$ cat src/rtl/lcd_timing_monitor.sv
// Pixel-bus timing monitor: measures line/frame geometry from DE/HSYNC/VSYNC,
// declares lock on repeated identical frames and captures one probed pixel.
module lcd_timing_monitor #(
    parameter int CW          = 12,
    parameter int LOCK_FRAMES = 2,
    parameter int HS_ACT_LOW  = 1,
    parameter int VS_ACT_LOW  = 1
) (
    input  logic          PixelClk,
    input  logic          nRST,
    input  logic          LCD_DE,
    input  logic          LCD_HSYNC,
    input  logic          LCD_VSYNC,
    input  logic [4:0]    LCD_R,
    input  logic [5:0]    LCD_G,
    input  logic [4:0]    LCD_B,
    input  logic [CW-1:0] probe_x,
    input  logic [CW-1:0] probe_y,
    output logic [CW-1:0] h_total,
    output logic [CW-1:0] h_start,
    output logic [CW-1:0] h_active,
    output logic [CW-1:0] v_total,
    output logic [CW-1:0] v_active,
    output logic          frame_done,
    output logic          locked,
    output logic [15:0]   probe_pix,
    output logic          probe_stb,
    output logic          err_timeout
);

    typedef enum logic {SEEK, MEASURE} state_t;

    localparam logic [CW-1:0] ONE  = CW'(1);
    localparam logic [CW-1:0] MAXV = '1;

    state_t        state, state_n;
    logic          de_r, hs_r, vs_r, hs_d, vs_d;
    logic [15:0]   rgb_r;
    logic          hs_edge, vs_edge;

    // hcnt_q holds the in-line position of the current cycle; the edge cycle itself is position 0
    logic [CW-1:0] hcnt_q, lcnt, ycnt, de_cnt, first_off;
    logic          line_valid;
    logic [CW-1:0] ht_c, hst_c, ha_c;
    logic          have_ht, have_h, frame_bad;
    logic [CW-1:0] px_q, py_q;
    logic          probe_done;
    logic [3:0]    match_cnt;
    logic          lock_q;

    logic [CW-1:0] ht_n, hst_n, ha_n, vt_n, va_n;
    logic          have_ht_n, have_h_n, bad_n, same;
    logic [3:0]    match_n;
    logic [CW-1:0] cur_x, cur_y, sel_px, sel_py;
    logic          hit, to_hit;

    always_ff @(posedge PixelClk or negedge nRST) begin
        if (!nRST) begin
            de_r  <= 1'b0;
            hs_r  <= 1'b0;
            vs_r  <= 1'b0;
            hs_d  <= 1'b0;
            vs_d  <= 1'b0;
            rgb_r <= '0;
        end else begin
            de_r  <= LCD_DE;
            hs_r  <= (HS_ACT_LOW != 0) ? ~LCD_HSYNC : LCD_HSYNC;
            vs_r  <= (VS_ACT_LOW != 0) ? ~LCD_VSYNC : LCD_VSYNC;
            hs_d  <= hs_r;
            vs_d  <= vs_r;
            rgb_r <= {LCD_R, LCD_G, LCD_B};
        end
    end

    assign hs_edge = hs_r & ~hs_d;
    assign vs_edge = vs_r & ~vs_d;

    // Fires in the cycle a counter is about to reach all-ones, so the pulse is single
    assign to_hit = (!hs_edge && hcnt_q == MAXV - ONE) ||
                    (hs_edge && !vs_edge && lcnt == MAXV - ONE);

    always_comb begin
        state_n = state;
        if (to_hit)
            state_n = SEEK;
        else if (vs_edge)
            state_n = MEASURE;
    end

    always_ff @(posedge PixelClk or negedge nRST) begin
        if (!nRST) state <= SEEK;
        else       state <= state_n;
    end

    // Close out the line ending this cycle (if any) before any frame-end publish
    always_comb begin
        ht_n      = ht_c;
        hst_n     = hst_c;
        ha_n      = ha_c;
        have_ht_n = have_ht;
        have_h_n  = have_h;
        bad_n     = frame_bad;
        if (hs_edge && line_valid && state == MEASURE) begin
            if (!have_ht) begin
                ht_n      = hcnt_q;
                have_ht_n = 1'b1;
            end else if (hcnt_q != ht_c) begin
                bad_n = 1'b1;
            end
            if (de_cnt != '0) begin
                if (!have_h) begin
                    hst_n    = first_off;
                    ha_n     = de_cnt;
                    have_h_n = 1'b1;
                end else if (first_off != hst_c || de_cnt != ha_c) begin
                    bad_n = 1'b1;
                end
            end
        end
        vt_n = lcnt + (hs_edge ? ONE : '0);
        va_n = ycnt + ((hs_edge && de_cnt != '0) ? ONE : '0);
        same = !bad_n && ht_n == h_total && hst_n == h_start && ha_n == h_active &&
               vt_n == v_total && va_n == v_active;
        if (!same)
            match_n = 4'd0;
        else if (match_cnt == 4'hF)
            match_n = match_cnt;
        else
            match_n = match_cnt + 4'd1;
    end

    // Coordinates of the current cycle, with a DE coincident to an hs edge starting a new line
    always_comb begin
        cur_x  = hs_edge ? '0 : de_cnt;
        cur_y  = ycnt;
        if (vs_edge)
            cur_y = '0;
        else if (hs_edge && de_cnt != '0)
            cur_y = ycnt + ONE;
        sel_px = vs_edge ? probe_x : px_q;
        sel_py = vs_edge ? probe_y : py_q;
        hit    = de_r && (state == MEASURE || vs_edge) && (vs_edge || !probe_done) &&
                 cur_x == sel_px && cur_y == sel_py;
    end

    always_ff @(posedge PixelClk or negedge nRST) begin
        if (!nRST) begin
            hcnt_q      <= '0;
            lcnt        <= '0;
            ycnt        <= '0;
            de_cnt      <= '0;
            first_off   <= '0;
            line_valid  <= 1'b0;
            ht_c        <= '0;
            hst_c       <= '0;
            ha_c        <= '0;
            have_ht     <= 1'b0;
            have_h      <= 1'b0;
            frame_bad   <= 1'b0;
            px_q        <= '0;
            py_q        <= '0;
            probe_done  <= 1'b0;
            match_cnt   <= 4'd0;
            lock_q      <= 1'b0;
            h_total     <= '0;
            h_start     <= '0;
            h_active    <= '0;
            v_total     <= '0;
            v_active    <= '0;
            frame_done  <= 1'b0;
            probe_pix   <= '0;
            probe_stb   <= 1'b0;
            err_timeout <= 1'b0;
        end else begin
            frame_done  <= 1'b0;
            probe_stb   <= 1'b0;
            err_timeout <= 1'b0;

            if (hs_edge) begin
                hcnt_q     <= ONE;
                lcnt       <= (lcnt == MAXV) ? lcnt : lcnt + ONE;
                ycnt       <= ycnt + ((de_cnt != '0) ? ONE : '0);
                de_cnt     <= de_r ? ONE : '0;
                line_valid <= 1'b1;
            end else begin
                hcnt_q <= (hcnt_q == MAXV) ? hcnt_q : hcnt_q + ONE;
                if (de_r && de_cnt != MAXV)
                    de_cnt <= de_cnt + ONE;
            end
            if (de_r && (hs_edge || de_cnt == '0))
                first_off <= hs_edge ? '0 : hcnt_q;

            ht_c      <= ht_n;
            hst_c     <= hst_n;
            ha_c      <= ha_n;
            have_ht   <= have_ht_n;
            have_h    <= have_h_n;
            frame_bad <= bad_n;

            if (hit) begin
                probe_pix  <= rgb_r;
                probe_stb  <= 1'b1;
                probe_done <= 1'b1;
            end

            if (vs_edge) begin
                lcnt       <= '0;
                ycnt       <= '0;
                line_valid <= hs_edge;
                px_q       <= probe_x;
                py_q       <= probe_y;
                probe_done <= hit;
                ht_c       <= '0;
                hst_c      <= '0;
                ha_c       <= '0;
                have_ht    <= 1'b0;
                have_h     <= 1'b0;
                frame_bad  <= 1'b0;
            end

            if (to_hit) begin
                err_timeout <= 1'b1;
                lock_q      <= 1'b0;
                match_cnt   <= 4'd0;
            end else if (vs_edge && state == MEASURE) begin
                h_total    <= ht_n;
                h_start    <= hst_n;
                h_active   <= ha_n;
                v_total    <= vt_n;
                v_active   <= va_n;
                frame_done <= 1'b1;
                match_cnt  <= match_n;
                lock_q     <= (match_n >= 4'(LOCK_FRAMES - 1)) && !bad_n;
            end
        end
    end

    // A bad line seen mid-frame drops lock immediately rather than waiting for publish
    assign locked = lock_q && !frame_bad;

endmodule
$ cat config.mk
export PLATFORM = sky130hd
export DESIGN_NAME = lcd_timing_monitor
export DESIGN_NICKNAME = d
export VERILOG_FILES = /design/src/rtl/lcd_timing_monitor.sv
export SDC_FILE = /design/constraint.sdc
export NUM_CORES = 1
export LEC_CHECK = 0
export BUFFER_PORTS_ARGS = -buffer_cell sky130_fd_sc_hd__buf_2
export CAP_MARGIN = 20
export CORE_ASPECT_RATIO = 0.9
export CORE_MARGIN = 5
export CORE_UTILIZATION = 34
export DETAILED_ROUTE_END_ITERATION = 16
export PLACE_DENSITY = 0.56
export SETUP_SLACK_MARGIN = 0.1
export SKIP_CTS_REPAIR_TIMING = 1
export SYNTH_ARGS = -nofsm -noshare
export SYNTH_HDL_FRONTEND = slang
export SYNTH_SLANG_ARGS = --single-unit
$ cat constraint.sdc
create_clock -name PixelClk -period 14.55 [get_ports PixelClk]
set_clock_uncertainty 0.15 [all_clocks]
set_input_delay 2.91 -clock PixelClk [delete_from_list [all_inputs] [get_ports PixelClk]]
set_output_delay 2.91 -clock PixelClk [all_outputs]
set_load 0.1 [all_outputs]
# Word level (Yosys, flattened, before mapping)
# Index checks and enable logic that the tools add are counted.
[totals]
mem_bits_rw = 0
latch_bits = 0
elab_cells = 167
romBits = 0
ff_bits = 231
memories = 0
input_bits = 45
output_inout_bits = 80
[classes]
n_div = 0
multipliers = 0
n_reduce_logical = 42
n_eq_ne = 18
bitwise = 7
addsub = 8
shifts = 0
muxes = 58
order_cmp = 1
[op_table]
columns = ["op", "n"]
rows = [
  ["$mux 12", 26],
  ["$eq 12x12->1", 7],
  ["$add 12x1->12 const B", 4],
  ["$eq 12x12->1 const B", 4],
  ["$add 12x1->12", 3],
  ["$ne 12x12->1", 3],
  ["$mux 1", 28],
  ["$logic_and 1x1->1", 20],
  ["$mux 4", 4],
  ["$reduce_bool 2->1", 7],
  ["$logic_not 12->1", 1],
  ["$ne 12x12->1 const B", 1],
  ["$reduce_bool 12->1", 1],
  ["$reduce_and 2->1", 3],
  ["$logic_not 1->1", 5],
  ["$logic_or 1x1->1", 5],
  ["$not 1->1", 5],
  ["$add 4x1->4 const B", 1],
  ["$eq 4x4->1 const B", 1],
  ["$ge 4x1->1 const B", 1],
  ["$ne 2x2->1 const B", 2],
  ["$and 1x1->1", 2],
]

# Depth between registers and ports, before layout
# Gate-level depths: netlist of run 1.
[logic_depth]
word_depth = 18
mapped_depth = 17
depth_no_buf = 16

# Worst setup path before layout of run 1
# Ideal clock, no wire load.
[synth_timing]
path_kind = "input to register"
from = "in probe_x[8]"
to = "reg probe_pix[10]"
required_time_ns = 14.275
path_buffers = 2
setup_slack_ns = 8.787
t_arrival_ns = 5.487
stages = 10
setup_ns = 0.125
cell_sequence = "mux2_2 -> nor4b_2 -> a31oi_1 -> o22a_1 -> or4b_1 -> or4_1 -> or4_1 -> buf_6 -> buf_12 -> mux2_4"
[synth_via]
elab_chain_len = 4
[synth_rtl]
columns = ["item", "line_no", "source"]
rows = [
  ["start, declared", "17", "input logic [CW-1:0] probe_x,"],
  ["$mux 12", "n/a", ""],
  ["$eq 12x12->1", "143", "cur_x == sel_px && cur_y == sel_py;"],
  ["$logic_and 1x1->1", "142", "hit = de_r && (state == MEASURE || vs_edge) && (vs_edge || !probe_done) &&"],
  ["$logic_and 1x1->1", "143", ""],
  ["end signal, assigned", "201", "probe_pix <= rgb_r;"],
  ["end, declared", "26", "output logic [15:0] probe_pix,"],
]
# No other way between the ends.
# A chain may end at the register's enable or synchronous reset.

# Worst setup path after layout of run 1
[layout_timing]
from = "in probe_y[3]"
to = "reg probe_pix[14]"
[layout_via]
elab_chain_len = 3
[layout_rtl]
columns = ["item", "line_no", "source"]
rows = [
  ["start, declared", "18", "input logic [CW-1:0] probe_y,"],
  ["$mux 12", "n/a", ""],
  ["$eq 12x12->1", "143", ""],
  ["$logic_and 1x1->1", "143", ""],
]
# No other way between the ends.

==> summary.txt, run 1 <==
Worst setup path
  – Reg-to-reg slack, setup: 8.69 ns
  – CP Launch Type: input port
  – CP arrival: between 6 and 7 ns
  – Worst Setup Path Type: input port to register
  – CP Capture Type: register
  – Worst path required time: ~15 ns
  – Critical Path Fanout Max: 17

Clock network
  – Clock sink count: 231
  – Clock Latency Late Sink: roughly 0.53 ns
  – Clock transition at path regs: around 0.060 ns
  – Root Driver: clkbuf_16
  – Inserted Clock Buffers: 26
  – Buffer levels on the longest clock path: 3
  – TritonCTS clock tree: yes
  – CTS HTree Levels: 1

Drt
  – Routed Antenna Nets: 0
  – Drt total wl: between 30000 and 40000 µm
  – # DRC: 0
  – DR pass1 iterations: 5
  – Vias: roughly 8900
  – DRT iter0 DRCs: 576
  – Avg WL per Cell: about 19 µm
  – Vias per cell: ~5

Yosys
  – Leading cell type by number of instances after synthesis: dfrtp_1
  – Async set or reset register ratio after synthesis: 100%
  – Number of synthesized flops with an enable pin: 0
  – Adder-Cell Fraction of Synth Area: around 1.5%
  – Synth Cell Area: 11800 µm²
  – Post-synthesis compound-gate area fraction: under 10%
  – Post-synth cell types: 65
  – Post-synthesis cell count: about 1200
  – Register bit total from synthesis: between 200 and 250
  – Main synth FF type: dfrtp_1
  – Dominant cells by area after synthesis: dfrtp_1, xnor2_1, nor2_1
  – Post-synth top cells: dfrtp_1, nor2_1, xnor2_1
  – XOR/XNOR share of the synthesized area: about an eighth
  – YS warnings: 0
  – Mux contribution to synthesized area: roughly 6%
  – Largest family of logic cells by synthesized area: simple AND/OR/NAND/NOR gates
  – Post-synthesis sequential area ratio: just under 50%
  – Post-synth top area cell: dfrtp_1
  – Syn nets: 1241
  – Post-synthesis simple-gate area fraction: about 17%
  – Synth top area share: a little under 50%
  – Syn Area/Cell: 9.95 µm²

Global routing
  – First-pass GRT wire length: between 50000 and 60000 µm
  – Initial antenna violation count: 0
  – Vias in the first global route: roughly 8900
  – Total track usage: approximately 17%
  – Largest net degree at the start of global routing: 106
  – GR Overflow Total: 0

Die
  – Area of the core: between 30000 and 40000 µm²
  – Die extent in x: 206 µm
  – Die Y: roughly 190 µm
  – Row cnt: between 60 and 70
  – Die ar.: a little under 40000 µm²
  – Starting Density: around 34%
  – I/O pin count: 125

Power
  – Gate power share: a little under a quarter
  – Sequential power share: between 30 and 40%
  – Sw Pwr: about 700 µW
  – Peak supply drop: roughly 80 µV
  – P_leak: approximately 0.0063 µW
  – Switching share of power: about a third
  – Power density cells: 145 nW/µm²
  – Pint: roughly 1300 µW
  – Clock power share: between 30% and 40%

Timing
  – Fin crit share: about two fifths
  – Pins over their slew limit: 0
  – Relative slew margins: approximately 28%
  – Minimum clock period: 6.02 ns
  – Least-Margin Pin Slew: between 1 and 1.5 ns
  – Final hold vios: 0
  – Final setup viols: 0
  – Setup_tns: 0 ns
  – Max Freq: around 170 MHz
  – Unrepaired setup endpoints after global routing: no

Final layout
  – # nets final: 1327
  – # diodes: 0
  – Area grow syn2layout: 16.4%
  – Fin cells: 1750
  – Filler cells: 3431
  – Layout cells sized above 1: between 10% and 20%

Placement
  – HPWL Detailed: 23200 µm
  – RePlAce Congestion: around 0.84
  – # port buffers: approximately 120
  – DP Cell Count: between 1500 and 2000

Flow run
  – Max cap viols: 0

Outcome
  – Status: finished, final reports clean

Worst hold path
  – Hold Crit Class: register to register
[worst paths after layout]
| check | start | endpoint | cells after the start |
|---|---|---|---|
| worst max-delay path | probe_y[3] | probe_pix[14]$_DFFE_PN0P_ | 8 |
| worst min-delay path | vs_r$_DFF_PN0_ | vs_d$_DFF_PN0_ | 0 |
| worst max register to register | de_cnt[1]$_DFFE_PN0P_ | probe_pix[14]$_DFFE_PN0P_ | 14 |
| worst min register to register | vs_r$_DFF_PN0_ | vs_d$_DFF_PN0_ | 0 |
| max in group asynchronous | nRST | rgb_r[10]$_DFF_PN0_ | 3 |
| min in group asynchronous | nRST | h_start[9]$_DFFE_PN0P_ | 1 |
[placed cells by master (no fill, tap or decap), types with 32 or more instances in the layout]
cell and count:
a21oi_1 86, buf_2 123, dfrtp_1 231, inv_1 37
mux2i_1 33, nand2_1 75, nand3_1 33, nand4_1 32
nor2_1 161, xnor2_1 104, xor2_1 52
[kinds of logic (layout without fill, tap and decap cells)]
family	after synthesis	in the layout
adders and majority gates	14	14
buffers and inverters	114	220
DFF	231	231
xor gates and xnor gates	159	159
AOI/OAI and AO/OA	189	189
muxes	63	63
and+or+nand+nor	412	412
[metrics by stage]
stage | setup slack (ns) | instance area [µm²] | power [µW] | utilization [%] | hold slack, ns
after global placement | 8.04 | 12700 | 1250 | 37.2 | 0.269
after CTS | 8.55 | 13700 | 2000 | 40.1 | 0.280
final | 8.53 | 13700 | 1980 | 40.1 | 0.276
after global routing | 8.34 | 13700 | 2070 | 40.1 | 0.311
after floorplan | 8.79 | 11800 | 1130 | - | 0.217
after detailed placement | 8.02 | 12700 | 1260 | 37.2 | 0.260
[worst max-delay path, cell delays in order]
cell     delay, ns
buf_2         0.10
nor4_1        0.41
o22ai_1       0.19
or3_1         0.40
or4b_1        0.52
or4_1         0.44
or4_1         0.84
mux2_4        0.44
[cell type report]
cell class	instances	area (µm²)	share of cell area, %
Timing Repair Buffer	134	706	5.16
Tap cell	462	578	4.22
Clock buffer	34	762	5.57
Sequential cell	231	5780	42.2
Multi-Input combinational cell	837	5490	40.2
Inverter	38	144	1.05
Clock inverter	14	218	1.59
[registers in the layout, indices dropped and copies added (netlist names), 4 cells and up]
signal	cells
de_cnt	12
first_off	12
h_active	12
h_start	12
h_total	12
ha_c	12
hcnt_q	12
hst_c	12
ht_c	12
lcnt	12
match_cnt	4
probe_pix	16
px_q	12
py_q	12
rgb_r	16
v_active	12
v_total	12
ycnt	12
[power groups by stage]
stage                     Sequential (µW)  Clock, µW  Combinational [µW]
final                                 767        738                 475
after global routing                  777        784                 512
after CTS                             767        756                 480
after detailed placement              779          0                 478
after global placement                777          0                 475
after floorplan                       931          0                 196
[metal layers]
metal  routed length [µm]  vias to the layer above  track usage [%]
met5                    0                        -                0
met4                  536                        0             3.35
met3                 1820                       31             3.71
met2                14600                      195             25.4
met1                15600                     4424             25.2
li1                     -                     4284                -
Power figures use the tool's default switching activity.
==> inputs of run 2 (changes only) <==
--- a/config.mk
+++ b/config.mk
@@ -11,7 +11,7 @@
 export CORE_MARGIN = 5
 export CORE_UTILIZATION = 34
 export DETAILED_ROUTE_END_ITERATION = 16
-export PLACE_DENSITY = 0.56
+export PLACE_DENSITY = 0.58
 export SETUP_SLACK_MARGIN = 0.1
 export SKIP_CTS_REPAIR_TIMING = 1
 export SYNTH_ARGS = -nofsm -noshare
==> constraint.sdc (replaced) <==
create_clock -name PixelClk -period 4.87 [get_ports PixelClk]
set_clock_uncertainty 0.15 [all_clocks]
set_input_delay 0.974 -clock PixelClk [delete_from_list [all_inputs] [get_ports PixelClk]]
set_output_delay 0.974 -clock PixelClk [all_outputs]
set_load 0.1 [all_outputs]
==> run 2 against run 1 <==
  * Non-clock buffer count rose by 24
  * Count of clock-buffer cells in the layout rose by 7
  * Sequential cell count did not move
  * Highest routed layer unchanged
  * Clock power rose to 2.8 times the previous value
  * First-iteration DRC count rose by 37%
==> summary.txt, run 2 (same netlist as run 1, synthesis figures left out) <==
Final layout
  – # nets final: around 1400
  – Layout cells sized above 1: between 15 and 20%
  – # diodes: 0
  – Area grow syn2layout: 17.8%
  – Largest regs: probe_pix (16), rgb_r (16)
  – Commonest non-fill, non-tap cell in the layout: dfrtp_1
  – Commonest non-fill, non-tap cells in the layout: dfrtp_1, nor2_1, buf_2

Timing
  – Minimum clock period: ~4.6 ns
  – Setup_tns: 0 ns
  – Fin crit share: 93.9%
  – Unrepaired setup endpoints after global routing: no
  – Least-Margin Pin Slew: about 0.91 ns
  – Max Freq: between 200 and 250 MHz
  – Final hold vios: 0
  – Final setup viols: 0
  – PnR worst setup slack: 0.298 ns
  – Relative slew margins: a little under 40%
  – Pins over their slew limit: 0

Worst setup path
  – CP Capture Type: register
  – Worst-path cell chain: inv_1 -> ha_1 -> nor4b_4 -> and3_4 -> nor2_1 -> ha_1 -> xor2_1 -> nor4b_2 -> o22ai_1 -> or3_1 -> or4b_1 -> or4_1 -> or4_1 -> buf_6 -> mux2_4
  – Worst path required time: just over 5 ns
  – CP delay by family, top: simple AND/OR/NAND/NOR gates
  – Worst Setup Path Type: register to register
  – CP arrival: 4.83 ns
  – CP Launch Type: register
  – Buf/Inv on CP: 2
  – Critical path's slowest cell: or4b_1
  – CP peak stage delay: 0.49 ns
  – Reg-to-reg slack, setup: 0.30 ns
  – Critical Path Fanout Max: 17

Outcome
  – Status: finished, final reports clean

Clock network
  – Clock sink count: around 230
  – Root Driver: clkbuf_16
  – Buffer levels on the longest clock path: 3
  – Clock transition at path regs: 0.06 ns
  – TritonCTS clock tree: yes
  – Clock Latency Late Sink: 0.53 ns
  – Inserted Clock Buffers: 27
  – CTS HTree Levels: 1

Die
  – Die extent in x: 206 µm
  – Starting Density: 34.5%
  – Die ar.: just under 40000 µm²
  – I/O pin count: about 130
  – Area of the core: 34100 µm²
  – Die Y: 186 µm
  – Row cnt: 64

Drt
  – Vias: ~9000
  – Drt total wl: about 33000 µm
  – Routed Antenna Nets: 0
  – Avg WL per Cell: around 18 µm
  – DR pass1 iterations: 5
  – DRT iter0 DRCs: 787
  – # DRC: 0
  – Vias per cell: ~5.1

Worst hold path
  – Hold Crit Class: register to register

Power
  – P_leak: about 0.0064 µW
  – Peak supply drop: about 290 µV
  – Pwr Total: roughly 5800 µW
  – Power density cells: roughly 420 nW/µm²

Placement
  – RePlAce Congestion: 0.854
  – HPWL Detailed: between 20000 and 25000 µm
  – Post-place setup slack: just over 0.2 ns
  – # port buffers: between 100 and 150

Global routing
  – GR Overflow Total: 0
  – Vias in the first global route: ~9000
  – First-pass GRT wire length: roughly 52000 µm
  – Largest net degree at the start of global routing: roughly 110
  – Initial antenna violation count: 0
  – Total track usage: 16.7%

Flow run
  – Max cap viols: 0
run 2: changes by cell type in the layout (fill, tap and decap cells not counted), moves of 2 or more:
| cell | previous run | this run |
|---|---|---|
| buf_4 | 10 | 31 |
| clkbuf_1 | 1 | 6 |
| clkinv_4 | 3 | 0 |
| buf_12 | 0 | 2 |
| bufinv_16 | 5 | 3 |
| clkbuf_8 | 6 | 8 |
| clkinvlp_4 | 3 | 1 |
run 2: metal layers:
metal  share of wire, %  track usage [%]
met5                  0                0
met4                1.3             2.99
met3                6.5             3.49
met2                 45             25.4
met1                 47             25.0
run 2: worst paths after layout:
| kind | startpoint | end | depth (start not counted) |
|---|---|---|---|
| worst max-delay path | de_cnt[0]$_DFFE_PN0P_ | probe_pix[12]$_DFFE_PN0P_ | 15 |
| worst min register to register | vs_r$_DFF_PN0_ | vs_d$_DFF_PN0_ | 0 |
| worst max register to register | de_cnt[0]$_DFFE_PN0P_ | probe_pix[12]$_DFFE_PN0P_ | 15 |
| min in group asynchronous | nRST | h_start[3]$_DFFE_PN0P_ | 1 |
| worst min-delay path | vs_r$_DFF_PN0_ | vs_d$_DFF_PN0_ | 0 |
| max in group asynchronous | nRST | de_cnt[0]$_DFFE_PN0P_ | 2 |
run 2: final cells by class:
class / count / area (µm²)
multi-input combinational: 837 / 5520
tap: 462 / 578
timing repair buffer: 158 / 915
clock buffer: 41 / 808
fill: 3423 / 20300
clock inverter: 6 / 108
inverter: 38 / 144
sequential: 231 / 5780
run 2: per-stage QoR:
stage / util [%] / area, µm² / hold slack (ns) / cells
3_5_place_dp: 37.8 / 12900 / 0.246 / 1725
2_1_floorplan: - / 11800 / 0.217 / 1182
5_1_grt: 40.6 / 13900 / 0.286 / 1773
3_3_place_gp: 37.8 / 12900 / 0.243 / 1725
4_1_cts: 40.5 / 13800 / 0.263 / 1772
6_report: 40.6 / 13900 / 0.255 / 1773
run 2: where the power goes:
group	total [µW]	switching (µW)	internal, µW
Combinational	1460	1060	399
Sequential	2280	197	2090
Clock	2080	791	1290
==> inputs of run 3 (changes only) <==
--- a/config.mk
+++ b/config.mk
@@ -5,13 +5,13 @@
 export SDC_FILE = /design/constraint.sdc
 export NUM_CORES = 1
 export LEC_CHECK = 0
-export BUFFER_PORTS_ARGS = -buffer_cell sky130_fd_sc_hd__buf_2
 export CAP_MARGIN = 20
 export CORE_ASPECT_RATIO = 0.9
 export CORE_MARGIN = 5
 export CORE_UTILIZATION = 34
 export DETAILED_ROUTE_END_ITERATION = 16
-export PLACE_DENSITY = 0.58
+export DONT_BUFFER_PORTS = 1
+export PLACE_DENSITY = 0.55
 export SETUP_SLACK_MARGIN = 0.1
 export SKIP_CTS_REPAIR_TIMING = 1
 export SYNTH_ARGS = -nofsm -noshare
==> run 3 against run 2 <==
  * Sequential share of layout area is 0.55 points higher
  * Cell count is 5.2% lower
  * Power rose by 4.3%
  * Utilization fell by 0.52 points
  * Non-clock buffer count is 98 lower
  * Design area is 1.3% lower
  * Routed wire length is 1.7% higher
  * Sequential power increased by 16%
  * Highest routed layer unchanged
  * Combinational power is 26% lower
  * Worst setup slack gained 0.052 ns
==> summary.txt, run 3 (same netlist as run 1, synthesis figures left out) <==
Worst setup path
  – CP Launch Type: register
  – CP endpoint: probe_pix[7]$_DFFE_PN0P_
  – Register-to-Register Path Depth: 15
  – CP peak stage delay: approximately 0.5 ns
  – Worst path required time: about 5 ns
  – Worst r2r dst: probe_pix[7]$_DFFE_PN0P_
  – Critical Path Fanout Max: 4
  – Worst Setup Path Type: register to register
  – Worst-path cell chain: inv_2 -> ha_4 -> nor4b_4 -> and3_4 -> nor2_2 -> ha_4 -> xor2_1 -> nor4b_2 -> o22ai_1 -> or3_1 -> or4b_1 -> or4_1 -> or4_4 -> clkbuf_16 -> mux2_4
  – CP Capture Type: register
  – CP arrival: approximately 4.8 ns
  – Crit path top cell by count: ha_4
  – Crit path from: de_cnt[0]$_DFFE_PN0P_
  – Reg-to-reg slack, setup: roughly 0.35 ns
  – Critical path's slowest cell: or4_4
  – R2R Path Start: de_cnt[0]$_DFFE_PN0P_

Clock network
  – TritonCTS clock tree: yes
  – CTS HTree Levels: 1
  – Inserted Clock Buffers: 28
  – Clock Latency Late Sink: around 0.54 ns
  – Buffer levels on the longest clock path: 3
  – Clock transition at path regs: approximately 0.060 ns
  – Root Driver: clkbuf_16
  – Clock sink count: approximately 230

Final layout
  – Commonest non-fill, non-tap cell in the layout: dfrtp_1
  – Largest regs: probe_pix (16), rgb_r (16)
  – Fin cells: 1680
  – # diodes: 0
  – Commonest non-fill, non-tap cells in the layout: dfrtp_1, nor2_1, xnor2_1
  – Fin util: between 40 and 50%
  – Area grow syn2layout: 16.3%
  – # nets final: 1255
  – Filler cells: between 3000 and 4000
  – Layout cells sized above 1: 13.1%

Global routing
  – Initial antenna violation count: 0
  – GR Overflow Total: 0
  – Largest net degree at the start of global routing: 232
  – Total track usage: around 17%
  – Vias in the first global route: 8631
  – First-pass GRT wire length: roughly 51000 µm

Die
  – Die extent in x: 206 µm
  – Die Y: 186 µm
  – I/O pin count: between 100 and 150
  – Row cnt: between 60 and 70
  – Die ar.: roughly 38000 µm²
  – Area of the core: around 34000 µm²
  – Starting Density: around a third

Power
  – Pwr Total: ~6100 µW
  – Power density cells: 444 nW/µm²
  – Peak supply drop: around 350 µV
  – P_leak: about 0.006 µW

Drt
  – # DRC: 0
  – Highest routed layer: met4
  – Met1 WL: roughly 15000 µm
  – Routed Antenna Nets: 0
  – Avg WL per Cell: between 15 and 20 µm
  – Vias per cell: 5.22
  – Met3 wire len: ~2300 µm
  – DRT iter0 DRCs: 640
  – WL met2: 14800 µm
  – DR pass1 iterations: 7
  – Vias: just under 9000
  – Drt total wl: 33100 µm

Timing
  – Setup_tns: 0 ns
  – Final setup viols: 0
  – Minimum clock period: roughly 4.5 ns
  – Max Freq: between 200 and 250 MHz
  – Pins over their slew limit: 0
  – Relative slew margins: a little over a quarter
  – Fin crit share: 92.8%
  – Unrepaired setup endpoints after global routing: no
  – Final hold vios: 0
  – Least-Margin Pin Slew: about 1.1 ns

Flow run
  – Max cap viols: 0

Placement
  – DP Cell Count: approximately 1600
  – HPWL Detailed: between 20000 and 25000 µm
  – RePlAce Congestion: approximately 0.87
  – # port buffers: 0

Worst hold path
  – Hold Crit Class: input port to asynchronous set/reset pin

Outcome
  – Status: finished, final reports clean
## run 3: changes by cell type in the layout (fill, tap and decap cells not counted), sizes merged
cell / previous run / this run
inv: 37 / 39
clkinvlp: 1 / 3
bufinv: 3 / 6
clkbuf: 41 / 39
clkinv: 3 / 5
buf: 158 / 58
## run 3: worst max-delay path, delay by kind of cell (launching register included)
family | cells | cell delay, ns
buf+inv | 2 | 0.30
flops | 1 | 0.39
simple gates | 8 | 2.61
xor+xnor | 1 | 0.16
fa+ha+maj | 2 | 0.40
compound gates | 1 | 0.11
mux | 1 | 0.29
## run 3: how the worst min path moves through the flow
| stage | slack, ns | startpoint | end |
|---|---|---|---|
| 4_1_cts | -0.04 | nRST | frame_done$_DFF_PN0_ |
| 3_5_place_dp | 0.24 | vs_r$_DFF_PN0_ | vs_d$_DFF_PN0_ |
| 2_1_floorplan | 0.22 | vs_r$_DFF_PN0_ | vs_d$_DFF_PN0_ |
| 3_3_place_gp | 0.24 | vs_r$_DFF_PN0_ | vs_d$_DFF_PN0_ |
| 5_1_grt | 0.13 | nRST | ht_c[7]$_DFF_PN0_ |
| 6_report | 0.13 | nRST | h_start[9]$_DFFE_PN0P_ |
## run 3: layout make-up
| class | instances | area, µm² | share of cell area (%) |
|---|---|---|---|
| multi-input combinational | 837 | 5560 | 40.6 |
| tap | 462 | 578 | 4.23 |
| sequential | 231 | 5780 | 42.3 |
| clock buffer | 37 | 816 | 5.97 |
| inverter | 38 | 144 | 1.05 |
| timing repair buffer | 60 | 558 | 4.08 |
| clock inverter | 15 | 243 | 1.78 |
## run 3: report_power, final
group,total (µW),internal (µW),switching (µW)
registers,2640,2080,562
logic,1080,386,696
clock network,2360,1500,859
total,6080,3960,2120
## run 3: metrics by stage
step	cell area, µm²	hold WS (ns)	setup slack, ns
2_1_floorplan	11800	0.217	0.222
3_3_place_gp	12400	0.236	0.301
3_5_place_dp	12400	0.237	0.186
4_1_cts	13400	-0.0361	0.153
5_1_grt	13700	0.129	0.180
6_report	13700	0.128	0.350
## run 3: layer usage
layer  up-vias  GRT usage [%]
met5         -              0
met3        41           4.58
met1      4370           24.3
met2       220           25.3
li1       4144              -
met4         0           3.33
